`config.mk`:
```
export PLATFORM = sky130hd
export DESIGN_NAME = scanout_fetch_flat
export DESIGN_NICKNAME = d
export VERILOG_FILES = /design/src/rtl/scanout_fetch_if.sv /design/src/rtl/scanout_fetch.sv /design/src/flat_wrapper.sv
export SDC_FILE = /design/constraint.sdc
export NUM_CORES = 1
export LEC_CHECK = 0
export ABC_AREA = 1
export CORE_UTILIZATION = 54
export DETAILED_ROUTE_END_ITERATION = 6
export HOLD_SLACK_MARGIN = 0.03
export PLACE_DENSITY = 0.87
export SYNTH_ARGS = -nofsm -noshare
export SYNTH_HDL_FRONTEND = slang
export SYNTH_SLANG_ARGS = --single-unit
export TNS_END_PERCENT = 30
```
`constraint.sdc`:
```
create_clock -name CLK -period 3.4 [get_ports CLK]
set_clock_uncertainty 0.05 [all_clocks]
set_input_delay 0.68 -clock CLK [delete_from_list [all_inputs] [get_ports CLK]]
set_output_delay 0.68 -clock CLK [all_outputs]
set_load 0.02 [all_outputs]
```
`src/rtl/scanout_fetch_if.sv`:
```
// Framebuffer read port between the scanout engine and the front-buffer memory.
//   rd_en   : one-CLK read strobe from the scanout engine
//   rd_addr : word address, valid together with rd_en
//   rd_data : synchronous read data, valid one CLK after rd_en and held until the next read
// master = scanout side, slave = memory side.
interface scanout_fetch_if #(
    parameter int ADDR_W = 16,
    parameter int PIX_W  = 12
);
    logic              rd_en;
    logic [ADDR_W-1:0] rd_addr;
    logic [PIX_W-1:0]  rd_data;

    modport master (output rd_en, output rd_addr, input rd_data);
    modport slave  (input rd_en, input rd_addr, output rd_data);
endinterface

```
`src/rtl/scanout_fetch.sv`:
```
// Display scanout engine for the double-buffered framebuffer.
// Generates VGA-style raster timing, fetches upscaled pixels from the front
// buffer and emits RGB, sync and data-enable mutually aligned.
// Ports:
//   CLK, rst     : system clock, synchronous active-high reset
//   side         : front-buffer index from the swap block
//   mem          : framebuffer read port (rd_en / rd_addr out, rd_data in)
//   hsync, vsync : registered sync outputs, polarity set by *_ACTIVE_LOW
//   de, rgb      : data enable and pixel value (rgb forced to 0 when de=0)
//   frame_start  : one-CLK pulse on the pixel tick at raster (0,0)
//   fetch_side   : buffer index used by the frame in progress
module scanout_fetch #(
    parameter int H_ACTIVE      = 640,
    parameter int H_FP          = 16,
    parameter int H_SYNC        = 96,
    parameter int H_BP          = 48,
    parameter int V_ACTIVE      = 480,
    parameter int V_FP          = 10,
    parameter int V_SYNC        = 2,
    parameter int V_BP          = 33,
    parameter int HS_ACTIVE_LOW = 1,
    parameter int VS_ACTIVE_LOW = 1,
    parameter int PIX_DIV       = 4,
    parameter int FB_W          = 160,
    parameter int FB_H          = 120,
    parameter int SCALE_SHIFT   = 2,
    parameter int ADDR_W        = 16,
    parameter int PIX_W         = 12
) (
    input  logic               CLK,
    input  logic               rst,
    input  logic               side,
    scanout_fetch_if.master    mem,
    output logic               hsync,
    output logic               vsync,
    output logic               de,
    output logic [PIX_W-1:0]   rgb,
    output logic               frame_start,
    output logic               fetch_side
);
    localparam int H_TOTAL = H_ACTIVE + H_FP + H_SYNC + H_BP;
    localparam int V_TOTAL = V_ACTIVE + V_FP + V_SYNC + V_BP;
    localparam int FB_SIZE = FB_W * FB_H;
    localparam int HW      = $clog2(H_TOTAL);
    localparam int VW      = $clog2(V_TOTAL);
    localparam int DW      = $clog2(PIX_DIV);

    localparam logic [DW-1:0] DIV_LAST = DW'(PIX_DIV - 1);
    localparam logic [HW-1:0] H_LAST   = HW'(H_TOTAL - 1);
    localparam logic [HW-1:0] H_ACT    = HW'(H_ACTIVE);
    localparam logic [HW-1:0] HS_BEG   = HW'(H_ACTIVE + H_FP);
    localparam logic [HW-1:0] HS_END   = HW'(H_ACTIVE + H_FP + H_SYNC);
    localparam logic [VW-1:0] V_LAST   = VW'(V_TOTAL - 1);
    localparam logic [VW-1:0] V_ACT    = VW'(V_ACTIVE);
    localparam logic [VW-1:0] VS_BEG   = VW'(V_ACTIVE + V_FP);
    localparam logic [VW-1:0] VS_END   = VW'(V_ACTIVE + V_FP + V_SYNC);
    localparam logic          HS_IDLE  = (HS_ACTIVE_LOW != 0);
    localparam logic          VS_IDLE  = (VS_ACTIVE_LOW != 0);

    logic [DW-1:0]     div_q, div_d;
    logic [HW-1:0]     h_q, h_d;
    logic [VW-1:0]     v_q, v_d;
    logic              rd_en_q, rd_en_d;
    logic [ADDR_W-1:0] rd_addr_q, rd_addr_d;
    logic              hs1_q, hs1_d, vs1_q, vs1_d, de1_q, de1_d;
    logic              hsync_q, hsync_d, vsync_q, vsync_d, de_q, de_d;
    logic [PIX_W-1:0]  rgb_q, rgb_d;
    logic              fetch_side_q, fetch_side_d;

    logic pix_ce;
    logic active;
    logic hs_raw, vs_raw;

    assign pix_ce = (div_q == '0);
    assign active = (h_q < H_ACT) && (v_q < V_ACT);
    assign hs_raw = (h_q >= HS_BEG) && (h_q < HS_END);
    assign vs_raw = (v_q >= VS_BEG) && (v_q < VS_END);

    always_comb begin
        div_d        = (div_q == DIV_LAST) ? '0 : div_q + 1'b1;
        h_d          = h_q;
        v_d          = v_q;
        rd_en_d      = 1'b0;   // strobe lasts one CLK whatever PIX_DIV is
        rd_addr_d    = rd_addr_q;
        hs1_d        = hs1_q;
        vs1_d        = vs1_q;
        de1_d        = de1_q;
        hsync_d      = hsync_q;
        vsync_d      = vsync_q;
        de_d         = de_q;
        rgb_d        = rgb_q;
        fetch_side_d = fetch_side_q;

        if (pix_ce) begin
            if (h_q == H_LAST) begin
                h_d = '0;
                v_d = (v_q == V_LAST) ? '0 : v_q + 1'b1;
            end else begin
                h_d = h_q + 1'b1;
            end

            // Stage 1: issue the read for the current raster position.
            // The modulo-2^ADDR_W truncation is intended.
            rd_en_d   = active;
            rd_addr_d = (fetch_side_q ? ADDR_W'(FB_SIZE) : '0)
                      + ADDR_W'(v_q >> SCALE_SHIFT) * ADDR_W'(FB_W)
                      + ADDR_W'(h_q >> SCALE_SHIFT);
            hs1_d     = hs_raw;
            vs1_d     = vs_raw;
            de1_d     = active;

            // Stage 2: rd_data has been stable since at least one CLK
            // after the stage-1 read, because PIX_DIV >= 2.
            rgb_d   = de1_q ? mem.rd_data : '0;
            de_d    = de1_q;
            hsync_d = hs1_q ? ~HS_IDLE : HS_IDLE;
            vsync_d = vs1_q ? ~VS_IDLE : VS_IDLE;

            // Sample the front buffer only at the last pixel of the frame,
            // so a swap takes effect on a frame boundary and never tears.
            if ((h_q == H_LAST) && (v_q == V_LAST)) begin
                fetch_side_d = side;
            end
        end
    end

    always_ff @(posedge CLK) begin
        if (rst) begin
            div_q        <= '0;
            h_q          <= '0;
            v_q          <= '0;
            rd_en_q      <= 1'b0;
            rd_addr_q    <= '0;
            hs1_q        <= 1'b0;
            vs1_q        <= 1'b0;
            de1_q        <= 1'b0;
            hsync_q      <= HS_IDLE;
            vsync_q      <= VS_IDLE;
            de_q         <= 1'b0;
            rgb_q        <= '0;
            fetch_side_q <= 1'b0;
        end else begin
            div_q        <= div_d;
            h_q          <= h_d;
            v_q          <= v_d;
            rd_en_q      <= rd_en_d;
            rd_addr_q    <= rd_addr_d;
            hs1_q        <= hs1_d;
            vs1_q        <= vs1_d;
            de1_q        <= de1_d;
            hsync_q      <= hsync_d;
            vsync_q      <= vsync_d;
            de_q         <= de_d;
            rgb_q        <= rgb_d;
            fetch_side_q <= fetch_side_d;
        end
    end

    assign mem.rd_en   = rd_en_q;
    assign mem.rd_addr = rd_addr_q;
    assign hsync       = hsync_q;
    assign vsync       = vsync_q;
    assign de          = de_q;
    assign rgb         = rgb_q;
    assign fetch_side  = fetch_side_q;
    // The divider sits at 0 while rst is held, so the pulse is gated to keep it low then.
    assign frame_start = pix_ce && !rst && (h_q == '0) && (v_q == '0);
endmodule

```
`src/flat_wrapper.sv`:
```
// flat-port wrapper written by rule: the top's interface ports become plain ports
module scanout_fetch_flat 
#(
    parameter int H_ACTIVE      = 640,
    parameter int H_FP          = 16,
    parameter int H_SYNC        = 96,
    parameter int H_BP          = 48,
    parameter int V_ACTIVE      = 480,
    parameter int V_FP          = 10,
    parameter int V_SYNC        = 2,
    parameter int V_BP          = 33,
    parameter int HS_ACTIVE_LOW = 1,
    parameter int VS_ACTIVE_LOW = 1,
    parameter int PIX_DIV       = 4,
    parameter int FB_W          = 160,
    parameter int FB_H          = 120,
    parameter int SCALE_SHIFT   = 2,
    parameter int ADDR_W        = 16,
    parameter int PIX_W         = 12
)
  (CLK, rst, side, hsync, vsync, de, rgb, frame_start, fetch_side, mem_rd_en, mem_rd_addr, mem_rd_data);
  scanout_fetch_if #(.ADDR_W(ADDR_W), .PIX_W(PIX_W)) mem_i ();
  input  logic CLK;
  input  logic rst;
  input  logic side;
  output logic hsync;
  output logic vsync;
  output logic de;
  output logic [PIX_W-1:0] rgb;
  output logic frame_start;
  output logic fetch_side;
  output wire logic [$bits(mem_i.rd_en)-1:0] mem_rd_en;
  output wire logic [$bits(mem_i.rd_addr)-1:0] mem_rd_addr;
  input wire logic [$bits(mem_i.rd_data)-1:0] mem_rd_data;
  assign mem_rd_en = mem_i.rd_en;
  assign mem_rd_addr = mem_i.rd_addr;
  assign mem_i.rd_data = mem_rd_data;
  scanout_fetch #(.H_ACTIVE(H_ACTIVE), .H_FP(H_FP), .H_SYNC(H_SYNC), .H_BP(H_BP), .V_ACTIVE(V_ACTIVE), .V_FP(V_FP), .V_SYNC(V_SYNC), .V_BP(V_BP), .HS_ACTIVE_LOW(HS_ACTIVE_LOW), .VS_ACTIVE_LOW(VS_ACTIVE_LOW), .PIX_DIV(PIX_DIV), .FB_W(FB_W), .FB_H(FB_H), .SCALE_SHIFT(SCALE_SHIFT), .ADDR_W(ADDR_W), .PIX_W(PIX_W)) u_core (.CLK(CLK), .rst(rst), .side(side), .mem(mem_i), .hsync(hsync), .vsync(vsync), .de(de), .rgb(rgb), .frame_start(frame_start), .fetch_side(fetch_side));
endmodule
```
==> metrics.cfg <==
[placement]
hpwl_after_detailed_placement_um = 5073
place.port_buffers = 48
dpl_worst_slack_ns = 0.4516
routabilityCongestion = 0.9186

[global_routing]
grt_first_pass_wirelength_um = 12000
grt_max_degree = 45
overflow = 0
antenna_found_initial = 0
first_global_vias = 2730
track_usage = 0.2504

[floorplanning]
placementRows = 27
die_height_um = 78.13
fp.coreArea_sq_um = 5540
boundaryPins = 49
die-area_sq_um = 6104
dieWidth_um = 78.13
floorplan.initialDensity = 0.5648

[route]
wirelength_um = 7156
routedWlPerCell_um = 13.23
detail_route.first_pass.iterations = 5
dr_total_vias = 2880
drt-vias-per-instance = 5.323
drc_errors = 0
final_antenna_net_count = 0
dr.first_iter.drc_count = 167

[run]
maximum_capacitance_violations = 0

[logic_synthesis]
yosysMostFrequentCell = sky130_fd_sc_hd__nand2_1
syn-cell-area_sq_um = 3129
proportion_of_synthesized_chip_area_in_sequential_cells = 0.3711
synth_top_flop_cell = sky130_fd_sc_hd__dfxtp_1
syn-instance-count = 415
synth_top_area_cell = sky130_fd_sc_hd__dfxtp_1
number_of_synthesized_register_bits = 58
synth-edff-count = 0
netlist_top_cells_area = sky130_fd_sc_hd__dfxtp_1, sky130_fd_sc_hd__ha_1, sky130_fd_sc_hd__nand2_1
ys_warn_count = 0
synth.lib_cells_used.distinct = 42
syn_nets = 458
syn_area_per_cell_sq_um = 7.540
synth_common_cells = sky130_fd_sc_hd__nand2_1, sky130_fd_sc_hd__dfxtp_1, sky130_fd_sc_hd__inv_1, sky130_fd_sc_hd__nor2_1, sky130_fd_sc_hd__a21oi_1
async_reset_ff_frac = 0
netlist.area_leader.share = 0.3711

[setup_path]
critical_path_class = flip-flop to output pin
crit_required_ns = 2.67
setup.worst_path.start = u_core.v_q[0]
capturing_element_type_of_the_critical_path = output pin
timing.reg2reg.worst_path_depth = 17
crit_path_max_fanout = 5
crit_path_start_kind = flip-flop
worst_ep_arrival_time_ns = 2.31
r2r_start = u_core.v_q[3]

[worst_hold_path]
tightest_hold_check_type = flip-flop to flip-flop
hold_start = u_core.hs1_q
holdPathStages = 1

[layout]
synthToLayoutAreaGrowth_pct = 25.07
final_nets = 507
drive_gt1_frac = 0.08955
antenna_cells_inserted = 0

[clock_network]
worst_skew_pair.late_latency_ns = 0.34
htreeDepth = 3
worst_setup_hold_path_clk_slew_ns = 0.06
cts-root-buf = sky130_fd_sc_hd__clkbuf_8
max-clock-path-buffers = 2
post_cts_hold_buffer_count = 0
cts_inserted_buffers = 9
cts_repair_resize_count = 0
setup_repair_bufs_after_cts = 0
tritoncts_clock_tree = built
clock_sink_count = 58

[pwr]
total_leakage_power_nw = 1.681
vdd_drop_max_mv = 0.3992
powerDensity_nw_per_um2 = 475.1

[sta]
timing.final.crit_share = 0.8928
rsz_0062_raised_after_global_routing = false
timing.final.hold_violations = 0
totalNegativeSetupSlack_ns = 0
timing.final.max_slew_violations = 0
final.setup.worst_slack_ns = 0.3644
slew_headroom = 0.6408
worstMarginPinSlew_ns = 0.5381
period_minus_slack_ns = 3.036
maximum_clock_rate_mhz = 329.4
setup_viol = 0

[run_status]
outcome = finished clean

stage by stage:
stage	total power [mW]	std cells	area, sq um	util	hold WS, ns
floorplan	0.9611	415	3129	-	0.3560
global placement	1.084	525	3670	0.6624	0.3654
detailed placement	1.093	525	3670	0.6624	0.3692
CTS	1.875	541	3914	0.7064	0.3790
global route	1.937	541	3914	0.7064	0.4043
finish	1.860	541	3914	0.7064	0.3755
placed cells by master (no fill, tap or decap), types with 10 or more instances in the layout:
cell type	synthesis	routed
sky130_fd_sc_hd__clkbuf_8	0	10
sky130_fd_sc_hd__nor3_1	10	10
sky130_fd_sc_hd__nand3_1	28	28
sky130_fd_sc_hd__dfxtp_1	58	58
sky130_fd_sc_hd__clkdlybuf4s50_1	0	48
sky130_fd_sc_hd__a21oi_1	39	39
sky130_fd_sc_hd__ha_1	26	26
sky130_fd_sc_hd__inv_1	49	49
sky130_fd_sc_hd__nand2_1	73	73
sky130_fd_sc_hd__o21ai_0	20	20
sky130_fd_sc_hd__nor2_1	41	41
registers in the layout, summed over array words and instances, names as in the netlist, 2 cells and up:
register            cells
u_core.v_q             10
u_core.h_q             10
u_core.rgb             12
u_core.div_q            2
u_core.mem.rd_addr     16
final cells by class:
type                            instances  area [sq um]
Fill cell                             425          1627
Multi-Input combinational cell        289          1704
Sequential cell                        58          1161
Inverter                               54         203.9
Clock inverter                          4         98.84
Timing Repair Buffer                   52         510.5
Clock buffer                           12         145.1
Tap cell                               72         90.09
final timing paths:
kind	end	slack, ns
worst max-delay path	frame_start	0.36
worst min-delay path	u_core.hsync	0.38
worst max register to register	u_core.mem.rd_addr[14]	0.63
worst min register to register	u_core.hsync	0.38
routing by layer:
metal | vias to the layer above | wire (um) | global-route usage
met5 | - | 0 | 0
met4 | 0 | 72 | 0.07778
met3 | 8 | 309 | 0.06977
met2 | 68 | 3597 | 0.4333
met1 | 1341 | 3176 | 0.2995
li1 | 1463 | - | -
worst max-delay path, stage by stage, from the launching register on:
cell,delay [ns]
sky130_fd_sc_hd__dfxtp_1,0.32
sky130_fd_sc_hd__inv_1,0.16
sky130_fd_sc_hd__ha_1,0.20
sky130_fd_sc_hd__nand3_1,0.08
sky130_fd_sc_hd__nor4_1,0.23
sky130_fd_sc_hd__nand3_1,0.10
sky130_fd_sc_hd__nor3_1,0.22
sky130_fd_sc_hd__clkdlybuf4s50_1,0.65
cell families (layout without fill, tap and decap cells):
logic type / after synthesis / after routing / synth area share
AND/OR/NAND/NOR: 179 / 179 / 0.2707
AO/OA/AOI/OAI: 71 / 71 / 0.1263
buffers and inverters: 68 / 122 / 0.08436
flip-flops: 58 / 58 / 0.3711
adder cells (fa/ha/maj): 28 / 28 / 0.1168
XOR/XNOR: 11 / 11 / 0.03079
power breakdown:
group / total, mW / internal (mW) / switching [mW] / leakage, nW
registers: 0.768 / 0.732 / 0.0352 / 0.473
logic: 0.312 / 0.134 / 0.178 / 1.09
clock network: 0.780 / 0.509 / 0.272 / 0.121
(Power assumes the default switching activity.)
==> patch 1, RTL diff (config.mk and constraints unchanged) <==
`V_FP` is set to 10 in 2 places; all go to 11.
--- a/src/rtl/scanout_fetch.sv
+++ b/src/rtl/scanout_fetch.sv
@@ -15,7 +15,7 @@
     parameter int H_SYNC        = 96,
     parameter int H_BP          = 48,
     parameter int V_ACTIVE      = 480,
-    parameter int V_FP          = 10,
+    parameter int V_FP          = 11,
     parameter int V_SYNC        = 2,
     parameter int V_BP          = 33,
     parameter int HS_ACTIVE_LOW = 1,
--- a/src/flat_wrapper.sv
+++ b/src/flat_wrapper.sv
@@ -6,7 +6,7 @@
     parameter int H_SYNC        = 96,
     parameter int H_BP          = 48,
     parameter int V_ACTIVE      = 480,
-    parameter int V_FP          = 10,
+    parameter int V_FP          = 11,
     parameter int V_SYNC        = 2,
     parameter int V_BP          = 33,
     parameter int HS_ACTIVE_LOW = 1,
Behaviour: same outputs for any inputs over 10 cycles, from zero or initial values and one cycle with rst high; that may be too few to reach the edited logic, so the function may still have changed.
==> patch 1 against the original RTL <==
Count of clock-buffer cells in the layout shrank 3; final cell count shrank 1.7%; first-iteration DRC count grew 7.2%; area after synthesis shrank 1.8%; final area shrank 2.2%; sequential cell count is the same; highest routed layer unchanged; setup slack lost 0.17 ns; total power shrank 6.5%; routed wire length grew 1.5%.
==> patch 1: results (changes against the original RTL) <==
* Status: finished clean (unchanged)
* Vias in the first global route at 2836 (was 2730)
* First-pass GRT wire length at 12.3 mm (was 12.0 mm)
* Sw power at 479 uW (was 484 uW)
* Via count at 2907 (was 2880)
* Clk Latency, worst-skew pair at 0.35 ns
* Final #Nets at 500 (was 507)
* Largest net degree at the start of global routing at 40 (was 45)
* Post-DP HPWL at 5.20 mm (was 5.07 mm)
* WL/cell at 13.6 um (was 13.2 um)
* Post-synth net total at 449 (was 458)
* Place WS at 0.512 ns (was 0.452 ns)
* Worst-margin pin slew at 0.478 ns (was 0.538 ns)
* Fillers at 450 (was 425)
* GRT Overall Usage at 25.8% (was 25.0%)
* Synth Warn # at 0 (unchanged)
* Cts bufs inserted at 9 (unchanged)
* CP max FO at 6 (was 5)
* Drt initial violations at 179 (was 167)
* Part of the Yosys area used for sequential elements at 37.8% (was 37.1%)
* Clock H-tree levels at 3 (unchanged)
* Cells after synthesis at 405 (was 415)
* Worst Path Arrival at 2.48 ns (was 2.31 ns)
* Initial antenna violation count at 0 (unchanged)
* ANT cells at 0 (unchanged)
* Placer Congestion at 0.929 (was 0.919)
* Max VDD drop at 0.273 mV (was 0.399 mV)
* Layout cells sized above 1 at 7.17% (was 8.96%)
* Final max-slew violation count at 0 (unchanged)
* Drt first pass iters at 4 (was 5)
* Clock transition at the registers of the reported paths at 0.06 ns (about the same)
* Number of distinct library cells after synthesis at 39 (was 42)
* Synth top area cells: dfxtp_1 38%, ha_1 11%, nand2_1 8.9%, a21oi_1 7.2%, inv_1 5.0% (was dfxtp_1 37%, ha_1 10%, nand2_1 8.8%, a21oi_1 6.2%, inv_1 5.9%)
* List of most frequent post-synthesis cells: 73 x nand2_1, 58 x dfxtp_1, 44 x a21oi_1 (was 73 x nand2_1, 58 x dfxtp_1, 49 x inv_1)
* Leakage power at 0.00162 uW (was 0.00168 uW)
* Max reg flops at 16 (unchanged)
patch 1: cell types whose count changed in the layout (fill, tap and decap cells not counted), sizes merged, moves of 3 or more:
| cell | before | now |
|---|---|---|
| inv | 53 | 43 |
| nor2 | 46 | 36 |
| a21oi | 39 | 44 |
| a31oi | 0 | 3 |
| clkbuf | 12 | 9 |
| clkinv | 2 | 5 |
patch 1: final timing paths:
path | startpoint | cells after the start | to | slack [ns]
worst max-delay path | u_core.v_q[0]$_SDFFE_PP0P_ | 7 | frame_start | 0.19
worst min-delay path | u_core.vs1_q$_SDFFE_PP0N_ | 1 | u_core.vsync$_SDFFE_PP1N_ | 0.39
worst min register to register | u_core.vs1_q$_SDFFE_PP0N_ | 1 | u_core.vsync$_SDFFE_PP1N_ | 0.39
worst max register to register | u_core.v_q[5]$_SDFFE_PP0P_ | 15 | u_core.mem.rd_addr[15]$_SDFFE_PP0N_ | 0.55
patch 1: worst max-delay path: cells and delay by family, from the launching register on:
kind / cells / cell delay (ns)
adder cells (fa/ha/maj): 1 / 0.19
AND/OR/NAND/NOR: 4 / 0.76
buffers and inverters: 2 / 0.82
flip-flops: 1 / 0.37
patch 1: layout make-up:
class / count / share of cell area [%]
Clock buffer: 9 / 3.24
Clock inverter: 6 / 2.16
Inverter: 45 / 4.41
Multi-Input combinational cell: 290 / 44.2
Sequential cell: 58 / 30.3
Tap cell: 72 / 2.35
Timing Repair Buffer: 52 / 13.3
patch 1: cells by family (layout without fill, tap and decap cells):
| group | count (synthesis) | in the layout | synth area share [%] |
|---|---|---|---|
| AO/OA/AOI/OAI | 79 | 79 | 13.9 |
| buffers and inverters | 57 | 112 | 7.24 |
| flip-flops | 58 | 58 | 37.8 |
| AND/OR/NAND/NOR | 172 | 172 | 25.9 |
| adder cells (fa/ha/maj) | 29 | 29 | 12.3 |
| XOR/XNOR | 10 | 10 | 2.85 |
patch 1: power groups by stage:
| stage | Sequential [uW] | Clock (uW) | Combinational, uW |
|---|---|---|---|
| 2_1_floorplan | 810 | 0 | 141 |
| 3_3_place_gp | 773 | 0 | 295 |
| 3_5_place_dp | 775 | 0 | 301 |
| 4_1_cts | 760 | 683 | 303 |
| 5_1_grt | 766 | 711 | 331 |
| 6_report | 760 | 675 | 303 |
patch 1: per-stage QoR:
step	std cells	power [uW]	area (um^2)	hold slack, ns
2_1_floorplan	405	951	3070	0.356
3_3_place_gp	517	1070	3620	0.363
3_5_place_dp	517	1080	3620	0.387
4_1_cts	532	1750	3830	0.384
5_1_grt	532	1810	3830	0.418
6_report	532	1740	3830	0.387
patch 1: routing by layer:
| layer | GRT usage [%] | part of all wire (%) |
|---|---|---|
| met1 | 30.2 | 43 |
| met2 | 44.6 | 50 |
| met3 | 4.24 | 4.1 |
| met4 | 14.2 | 3.1 |
| met5 | 0 | 0 |
==> patch 2, RTL diff (config.mk and constraints unchanged) <==
Without the edit above. Put one more register stage on the output `fetch_side`, with the module's reset. The value now appears one clock later. The other outputs are not delayed to match.
--- a/src/rtl/scanout_fetch.sv
+++ b/src/rtl/scanout_fetch.sv
@@ -162,7 +162,13 @@
     assign vsync       = vsync_q;
     assign de          = de_q;
     assign rgb         = rgb_q;
-    assign fetch_side  = fetch_side_q;
+    always_ff @(posedge CLK) begin
+        if (rst) begin
+            fetch_side <= '0;
+        end else begin
+            fetch_side <= fetch_side_q;
+        end
+    end
     // The divider sits at 0 while rst is held, so the pulse is gated to keep it low then.
     assign frame_start = pix_ce && !rst && (h_q == '0) && (v_q == '0);
 endmodule
Formal check against the unedited RTL: no difference found for any inputs over 10 cycles, from zero or initial values and one cycle with rst high; that may be too few to reach the edited logic, so the function may still have changed.
==> patch 2 against the original RTL <==
Total power fell by 5.2%; highest routed layer unchanged; setup slack improved by 0.060 ns; routed wire length rose by 1.3%; critical path type unchanged; utilization fell by 0.50 points; sequential cell count rose by 1; area after synthesis rose by 0.20%; critical path depth did not move; final area fell by 0.70%.
==> patch 2: results (changes against the original RTL) <==
* Status: finished clean (unchanged)
* GR Util met2 at 43.5% (was 43.3%)
* Clock buf/inv share at 5.44% (was 6.23%)
* Largest net degree at the start of global routing at 46 (was 45)
* Compound-Gate Fraction of Synth Area at 11.7% (was 12.6%)
* Area share of fa/ha/maj cells after synthesis at 11.7% (about the same)
* Maximum clock frequency at 336 MHz (was 329 MHz)
* Place WS at 0.598 ns (was 0.452 ns)
* Placed Instance Area at 3670 um^2 (about the same)
* Hold Startpoint: u_core.div_q[0]$_SDFF_PP0_ (was u_core.hs1_q$_SDFFE_PP0N_)
* Sequential Area at 1180 um^2 (was 1160 um^2)
* Buffering overhead at 13.1% (was 13.0%)
* Number of distinct library cells after synthesis at 35 (was 42)
* GRT Overall Usage at 25.6% (was 25.0%)
* Drt initial violations at 194 (was 167)
* Vias in the first global route at 2750 (was 2730)
* Fillers at 434 (was 425)
* Part of the Yosys area used for sequential elements at 37.7% (was 37.1%)
* Slew HR at 56.3% (was 64.1%)
* Reg2reg setup slack at 0.67 ns (was 0.63 ns)
* List of most frequent post-synthesis cells: 72 x nand2_1, 59 x dfxtp_1, 53 x inv_1 (was 73 x nand2_1, 58 x dfxtp_1, 49 x inv_1)
* Area of the multi-input gates at 1690 um^2 (was 1700 um^2)
* Leakage power at 0.00171 uW (was 0.00168 uW)
* XOR/XNOR Fraction of Synth Area at 3.63% (was 3.08%)
* Multi-In Gates at 288 (was 289)
* Layout cells sized above 1 at 7.04% (was 8.96%)
* Max incr delay on CP at 0.63 ns (was 0.65 ns)
* Critical R2R Launch: u_core.v_q[4]$_SDFFE_PP0P_ (was u_core.v_q[3]$_SDFFE_PP0P_)
* Seq/total area at 30.4% (was 29.7%)
* Clock sink count at 59 (was 58)
* Post-synth net total at 459 (was 458)
* Worst Path Arrival at 2.25 ns (was 2.31 ns)
* Met3 WL post-DR at 406 um (was 309 um)
* Hold endpoint: u_core.div_q[0]$_SDFF_PP0_ (was u_core.hsync$_SDFFE_PP1N_)
* First-pass GRT wire length at 12.3 mm (was 12.0 mm)
* Drt via density at 5.45 (was 5.32)
* GR Util met1 at 31.2% (was 29.9%)
* WL/cell at 13.4 um (was 13.2 um)
==> patch 2: cell types whose count changed after synthesis, moves of 3 or more <==
cell,unedited run,this run
inv_2,4,0
clkbuf_1,9,12
nand4_1,5,9
nor2_2,4,0
inv_1,49,53
o21ai_1,3,0
==> patch 2: worst max path at each step <==
stage                               startpoint  cells after the start                                  end
floorplan           u_core.v_q[5]$_SDFFE_PP0P_                     17  u_core.mem.rd_addr[14]$_SDFFE_PP0N_
global placement                           rst                      5                          frame_start
detailed placement                         rst                      5                          frame_start
CTS                 u_core.v_q[0]$_SDFFE_PP0P_                      7                          frame_start
global route        u_core.v_q[0]$_SDFFE_PP0P_                      7                          frame_start
finish              u_core.v_q[0]$_SDFFE_PP0P_                      7                          frame_start
==> patch 2: power breakdown <==
| group | leakage (uW) | switching (uW) | internal [uW] |
|---|---|---|---|
| logic | 0.00112 | 179 | 134 |
| clock network | 0.000106 | 289 | 381 |
| registers | 0.000481 | 35.4 | 744 |
